$ cat config.mk
export PLATFORM = sky130hd
export DESIGN_NAME = serial_subtractor
export DESIGN_NICKNAME = d
export VERILOG_FILES = /design/src/rtl/serial_subtractor.sv
export SDC_FILE = /design/constraint.sdc
export NUM_CORES = 1
export LEC_CHECK = 0
export ABC_AREA = 1
export ABC_CLOCK_PERIOD_IN_PS = 1500
export CAP_MARGIN = 20
export CORE_MARGIN = 10
export CORE_UTILIZATION = 50
export CTS_BUF_LIST = sky130_fd_sc_hd__clkbuf_8 sky130_fd_sc_hd__clkbuf_16
export DETAILED_ROUTE_END_ITERATION = 6
export GPL_TIMING_DRIVEN = 0
export PLACE_DENSITY = 0.84
export REMOVE_ABC_BUFFERS = 1
export SETUP_SLACK_MARGIN = 0.05
export SLEW_MARGIN = 30
export SYNTH_ARGS = -nofsm -noshare
export SYNTH_HDL_FRONTEND = slang
export SYNTH_SLANG_ARGS = --single-unit
$ cat constraint.sdc
create_clock -name clk -period 1.5 [get_ports clk]
set_input_delay 0.3 -clock clk [delete_from_list [all_inputs] [get_ports clk]]
set_output_delay 0.3 -clock clk [all_outputs]
set_load 0.1 [all_outputs]
$ cat src/rtl/serial_subtractor.sv
// rtl/serial_subtractor.sv - bit-serial two's-complement subtractor, one bit per clock, LSB first
module serial_subtractor #(
   parameter int WIDTH = 8
) (
   input  logic             clk,
   input  logic             rst_n,
   input  logic             start,
   input  logic [WIDTH-1:0] a,
   input  logic [WIDTH-1:0] b,
   output logic             busy,
   output logic             done,
   output logic [WIDTH-1:0] diff,
   output logic             borrow_out,
   output logic             overflow
);

   localparam int CW = $clog2(WIDTH + 1);
   localparam logic [CW-1:0] LAST = CW'(WIDTH - 1);

   typedef enum logic {IDLE, SHIFT} state_t;

   state_t           state;
   state_t           state_nx;
   logic [WIDTH-1:0] a_sr;
   logic [WIDTH-1:0] b_sr;
   logic [WIDTH-1:0] r_sr;
   logic             carry;
   logic [CW-1:0]    count;

   logic             nb;
   logic             s;
   logic             carry_nx;
   logic             last_bit;
   logic             accept;

   // Full-adder slice fed with ~b; carry is seeded with 1 on accept.
   always_comb begin
      nb       = ~b_sr[0];
      s        = a_sr[0] ^ nb ^ carry;
      carry_nx = (a_sr[0] & nb) | (a_sr[0] & carry) | (nb & carry);
      last_bit = (count == LAST);
      accept   = (state == IDLE) && start;
   end

   always_comb begin
      state_nx = state;
      case (state)
         IDLE:    if (start)    state_nx = SHIFT;
         SHIFT:   if (last_bit) state_nx = IDLE;
         default:               state_nx = IDLE;
      endcase
   end

   always_ff @(posedge clk or negedge rst_n) begin
      if (!rst_n) state <= IDLE;
      else        state <= state_nx;
   end

   assign busy = (state == SHIFT);

   always_ff @(posedge clk or negedge rst_n) begin
      if (!rst_n) begin
         a_sr       <= '0;
         b_sr       <= '0;
         r_sr       <= '0;
         carry      <= 1'b0;
         count      <= '0;
         done       <= 1'b0;
         diff       <= '0;
         borrow_out <= 1'b0;
         overflow   <= 1'b0;
      end else begin
         done <= 1'b0;
         if (accept) begin
            a_sr  <= a;
            b_sr  <= b;
            carry <= 1'b1;
            count <= '0;
         end else if (state == SHIFT) begin
            a_sr  <= a_sr >> 1;
            b_sr  <= b_sr >> 1;
            r_sr  <= {s, r_sr[WIDTH-1:1]};
            carry <= carry_nx;
            count <= count + 1'b1;
            // On the last bit the shifted-out operand bits are the original MSBs.
            if (last_bit) begin
               done       <= 1'b1;
               diff       <= {s, r_sr[WIDTH-1:1]};
               borrow_out <= ~carry_nx;
               overflow   <= (a_sr[0] != b_sr[0]) && (s != a_sr[0]);
            end
         end
      end
   end

endmodule

==> results.sh <==
export IMPL_run_status="complete, no violations"
export IMPL_yosysTopAreaCellShare_pct=58.5
export IMPL_hold_depth=2
export IMPL_final_seq_area_um2=1010
export IMPL_p_switching_uw=2370
export IMPL_post_synth_instance_area_um2=1710
export IMPL_hold_viol=0
export IMPL_post_synth_num_cell_types=22
export IMPL_timing_critical_path_max_delay_family="adder cells"
export IMPL_routedLengthMet1_um=1490
export IMPL_fmax_ghz=0.718
export IMPL_ir_worst_vdd_v=0.00101
export IMPL_min_path_type="reg -> reg"
export IMPL_post_route_period_util_pct=92.8
export IMPL_r2r_end="overflow$_DFFE_PN0P_"
export IMPL_timing_hold_worst_endpoint="b_sr[2]$_DFFE_PN0P_"
export IMPL_final_setup_skew_ns=0.00207
export IMPL_asyncSetResetFlopFracSynth_pct=100
export IMPL_p_clk_share_pct=14.1
export IMPL_coreArea_um2=3310
export IMPL_worstPathBufferInverterCount=1
export IMPL_cts_inserted_buffers=5
export IMPL_wire_length_of_the_first_global_routing_pass_um=5890
export IMPL_number_of_global_route_vias_before_repair=1274
export IMPL_post_synth_top_area_cell="sky130_fd_sc_hd__dfrtp_1"
export IMPL_post_route_drc_count=0
export IMPL_yosysSeqAreaShare_pct=58.5
export IMPL_final_design_area_no_fill_um2=2140
export IMPL_first_pass_iters=4
export IMPL_finish_net_count=243
export IMPL_critical_path_reg2reg_startpoint="a_sr[0]$_DFFE_PN0P_"
export IMPL_area_growth_syn_to_layout_pct=24.9
export IMPL_chipHeight_um=78.5
export IMPL_maxUsedRoutingLayer="met4"
export IMPL_h_tree_depth=2
export IMPL_wl_met2_um=1630
export IMPL_fin_util_pct=64.5
export IMPL_grt_max_degree=22
export IMPL_multi_input_comb_area_um2=567
export IMPL_synth_edf_count=0
export IMPL_synth_top_cells_by_area="sky130_fd_sc_hd__dfrtp_1 59%, sky130_fd_sc_hd__nand2_1 15%, sky130_fd_sc_hd__inv_1 3.5%, sky130_fd_sc_hd__nand3_1 3.2%, sky130_fd_sc_hd__o21ai_1 3.2%"
export IMPL_antenna_cells=0
export IMPL_grt_util_all_layers_pct=11.9
export IMPL_clockBufferDepth=2
export IMPL_floorplan_io_pins=31
export IMPL_timing_critical_path_cells="fa_1 -> inv_1 -> nand2_1 -> nand3_1 -> o21ai_1"
export IMPL_postRouteAntennaNets=0
export IMPL_setup_worst_path_start_class="flip-flop"
export IMPL_most_common_layout_cells="69 x sky130_fd_sc_hd__nand2_1, 38 x sky130_fd_sc_hd__dfrtp_1, 18 x sky130_fd_sc_hd__inv_1"
export IMPL_num_vias=1311
export IMPL_postSynth_topFlopCell="sky130_fd_sc_hd__dfrtp_1"
export IMPL_cts_reportedPaths_clkPinSlew_ns=0.07
export IMPL_die_w_um=78.5
export IMPL_power_report_internal_total_uw=2580
export IMPL_place_gp_congestion=0.737
export IMPL_antenna_found_initial=0
export IMPL_cp_data_arrival_time_ns=1.61
export IMPL_power_share_sequential_pct=36.7
export IMPL_worst_pin_slew_ns=0.499
export IMPL_finalWorstPathRequiredPeriod_ns=1.39
export IMPL_yosysWarnings=0
export IMPL_cellPowerDensity_nw_per_um2=2320
export IMPL_report_final_setup_viol=0
export IMPL_die_area_um2=6160
export IMPL_cellLeakagePower_uw=0.00107
export IMPL_post_route_cells_drive_above_1_share_pct=15.8
export IMPL_synthesis_instances=182
export IMPL_slowest_delay_ns=0.58
export IMPL_final_common_cell="sky130_fd_sc_hd__nand2_1"
export IMPL_clkSinkCount=40
export IMPL_final_max_slew_violation_count=0
export IMPL_clock_tree_from_tritoncts="built"
export IMPL_cp_data_required_time_ns=1.71
export IMPL_critical_path_endpoint_type="flip-flop"
export IMPL_dpl_cell_area_um2=2020
export IMPL_p_sw_share_pct=47.9
export IMPL_aggregate_global_routing_overflow=0
export IMPL_dp_final_hpwl_um=2350
export IMPL_clock_insertion_delay_worst_skew_ns=0.29
export IMPL_worst_r2r_setup_slack_ns=0.11
export IMPL_initial_core_util_pct=51.7
export IMPL_detail_route_wirelength_um=3390
export IMPL_postSynthRegisterBits=40
export IMPL_critical_path_class="reg -> reg"
export IMPL_ctsRootBufferMaster="sky130_fd_sc_hd__clkbuf_8"
export IMPL_timing_hold_worst_start="b_sr[3]$_DFFE_PN0P_"
export IMPL_power_frac_comb_pct=49.2
export IMPL_fillers=292
export IMPL_maxCapViolations=0
export IMPL_slew_headroom_pct=66.7
export IMPL_post_detailed_route_via_to_cell_ratio=4.89
export IMPL_met3RoutedLength_um=226
export IMPL_critPathMaxFanout=4
export IMPL_placement_io_buffers=30
export IMPL_synth_area_per_cell_um2=9.40
export IMPL_floorplan_rows=21
export IMPL_worst_r2r_path_depth=5
export IMPL_dr_first_iter_drc_count=47
export IMPL_wl_per_cell_um=12.7
export IMPL_crit_path_top_delay_cell="sky130_fd_sc_hd__fa_1"
export IMPL_rsz0062_at_grt="yes"
[per-stage QoR]
step	instances	setup slack [ns]	hold slack, ns	TNS [ns]	power, µW
3_3_place_gp	250	-1.18	0.458	-43.15	4140
6_report	268	0.108	0.487	0	4960
2_1_floorplan	174	-0.767	0.00441	-21.72	3610
4_1_cts	261	0.0403	0.491	0	4880
5_1_grt	268	0.0142	0.517	0	5340
3_5_place_dp	251	-0.810	0.294	-3.83	4230
[cell usage after synthesis (all sizes together), types with 2 or more instances]
library cell   n
buf            8
dfrtp         40
ha             2
inv           18
nand2         70
nand3         11
nor2           4
o211ai         3
o21ai         20
[layer usage]
layer  GRT usage, %  up-vias
li1               -      656
met4           4.84        0
met5              0        -
met1           13.8      617
met3           5.13        5
met2           18.8       33
[registers in the layout, summed over array words and instances, names as in the netlist]
name	flops
a_sr	8
b_sr	8
borrow_out	1
busy	1
carry	1
count	4
diff	8
done	1
overflow	1
r_sr	7
[worst register-to-register path: stages, from the launching register on]
cell	delay [ns]
sky130_fd_sc_hd__dfrtp_2	0.44
sky130_fd_sc_hd__fa_1	0.58
sky130_fd_sc_hd__inv_1	0.07
sky130_fd_sc_hd__nand2_1	0.06
sky130_fd_sc_hd__nand3_1	0.06
sky130_fd_sc_hd__o21ai_1	0.11
[worst max-delay path by stage]
stage                   startpoint                    to  slack (ns)  cells after the start
3_3_place_gp        busy$_DFF_PN0_                  busy       -1.18                      1
5_1_grt        a_sr[0]$_DFFE_PN0P_  overflow$_DFFE_PN0P_        0.01                      5
4_1_cts             busy$_DFF_PN0_                  busy        0.04                      1
6_report       a_sr[0]$_DFFE_PN0P_  overflow$_DFFE_PN0P_        0.11                      5
3_5_place_dp        busy$_DFF_PN0_                  busy       -0.81                      1
2_1_floorplan       busy$_DFF_PN0_  overflow$_DFFE_PN0P_       -0.77                      3
[area by class of cell]
class | count | share of cell area (%)
timing repair buffer | 40 | 16.1
sequential | 40 | 47.1
multi-input combinational | 116 | 26.5
inverter | 18 | 3.40
clock inverter | 2 | 0.351
clock buffer | 6 | 3.87
tap | 46 | 2.69
[repair_timing]
item	in CTS	in global routing
hold buffers	1	0
gates resized for setup	63	1
setup endpoints to repair	23	2
hold endpoints to repair	20	0
buffers inserted	1	7
[power by group through the flow]
stage	Clock [µW]	Combinational, µW	Sequential [µW]
global placement	0	2260	1880
detailed placement	0	2320	1910
finish	699	2440	1820
floorplan	0	837	2780
CTS	720	2310	1850
global route	764	2700	1880
[logic make-up (layout without fill, tap and decap cells)]
kind of cell / count (synthesis) / after routing / synth area share [%]
compound gates: 27 / 27 / 8.92
fa+ha+maj: 3 / 3 / 2.63
buf+inv: 26 / 66 / 8.34
flops: 40 / 40 / 58.5
simple gates: 86 / 86 / 21.6
(Power assumes the default switching activity.)
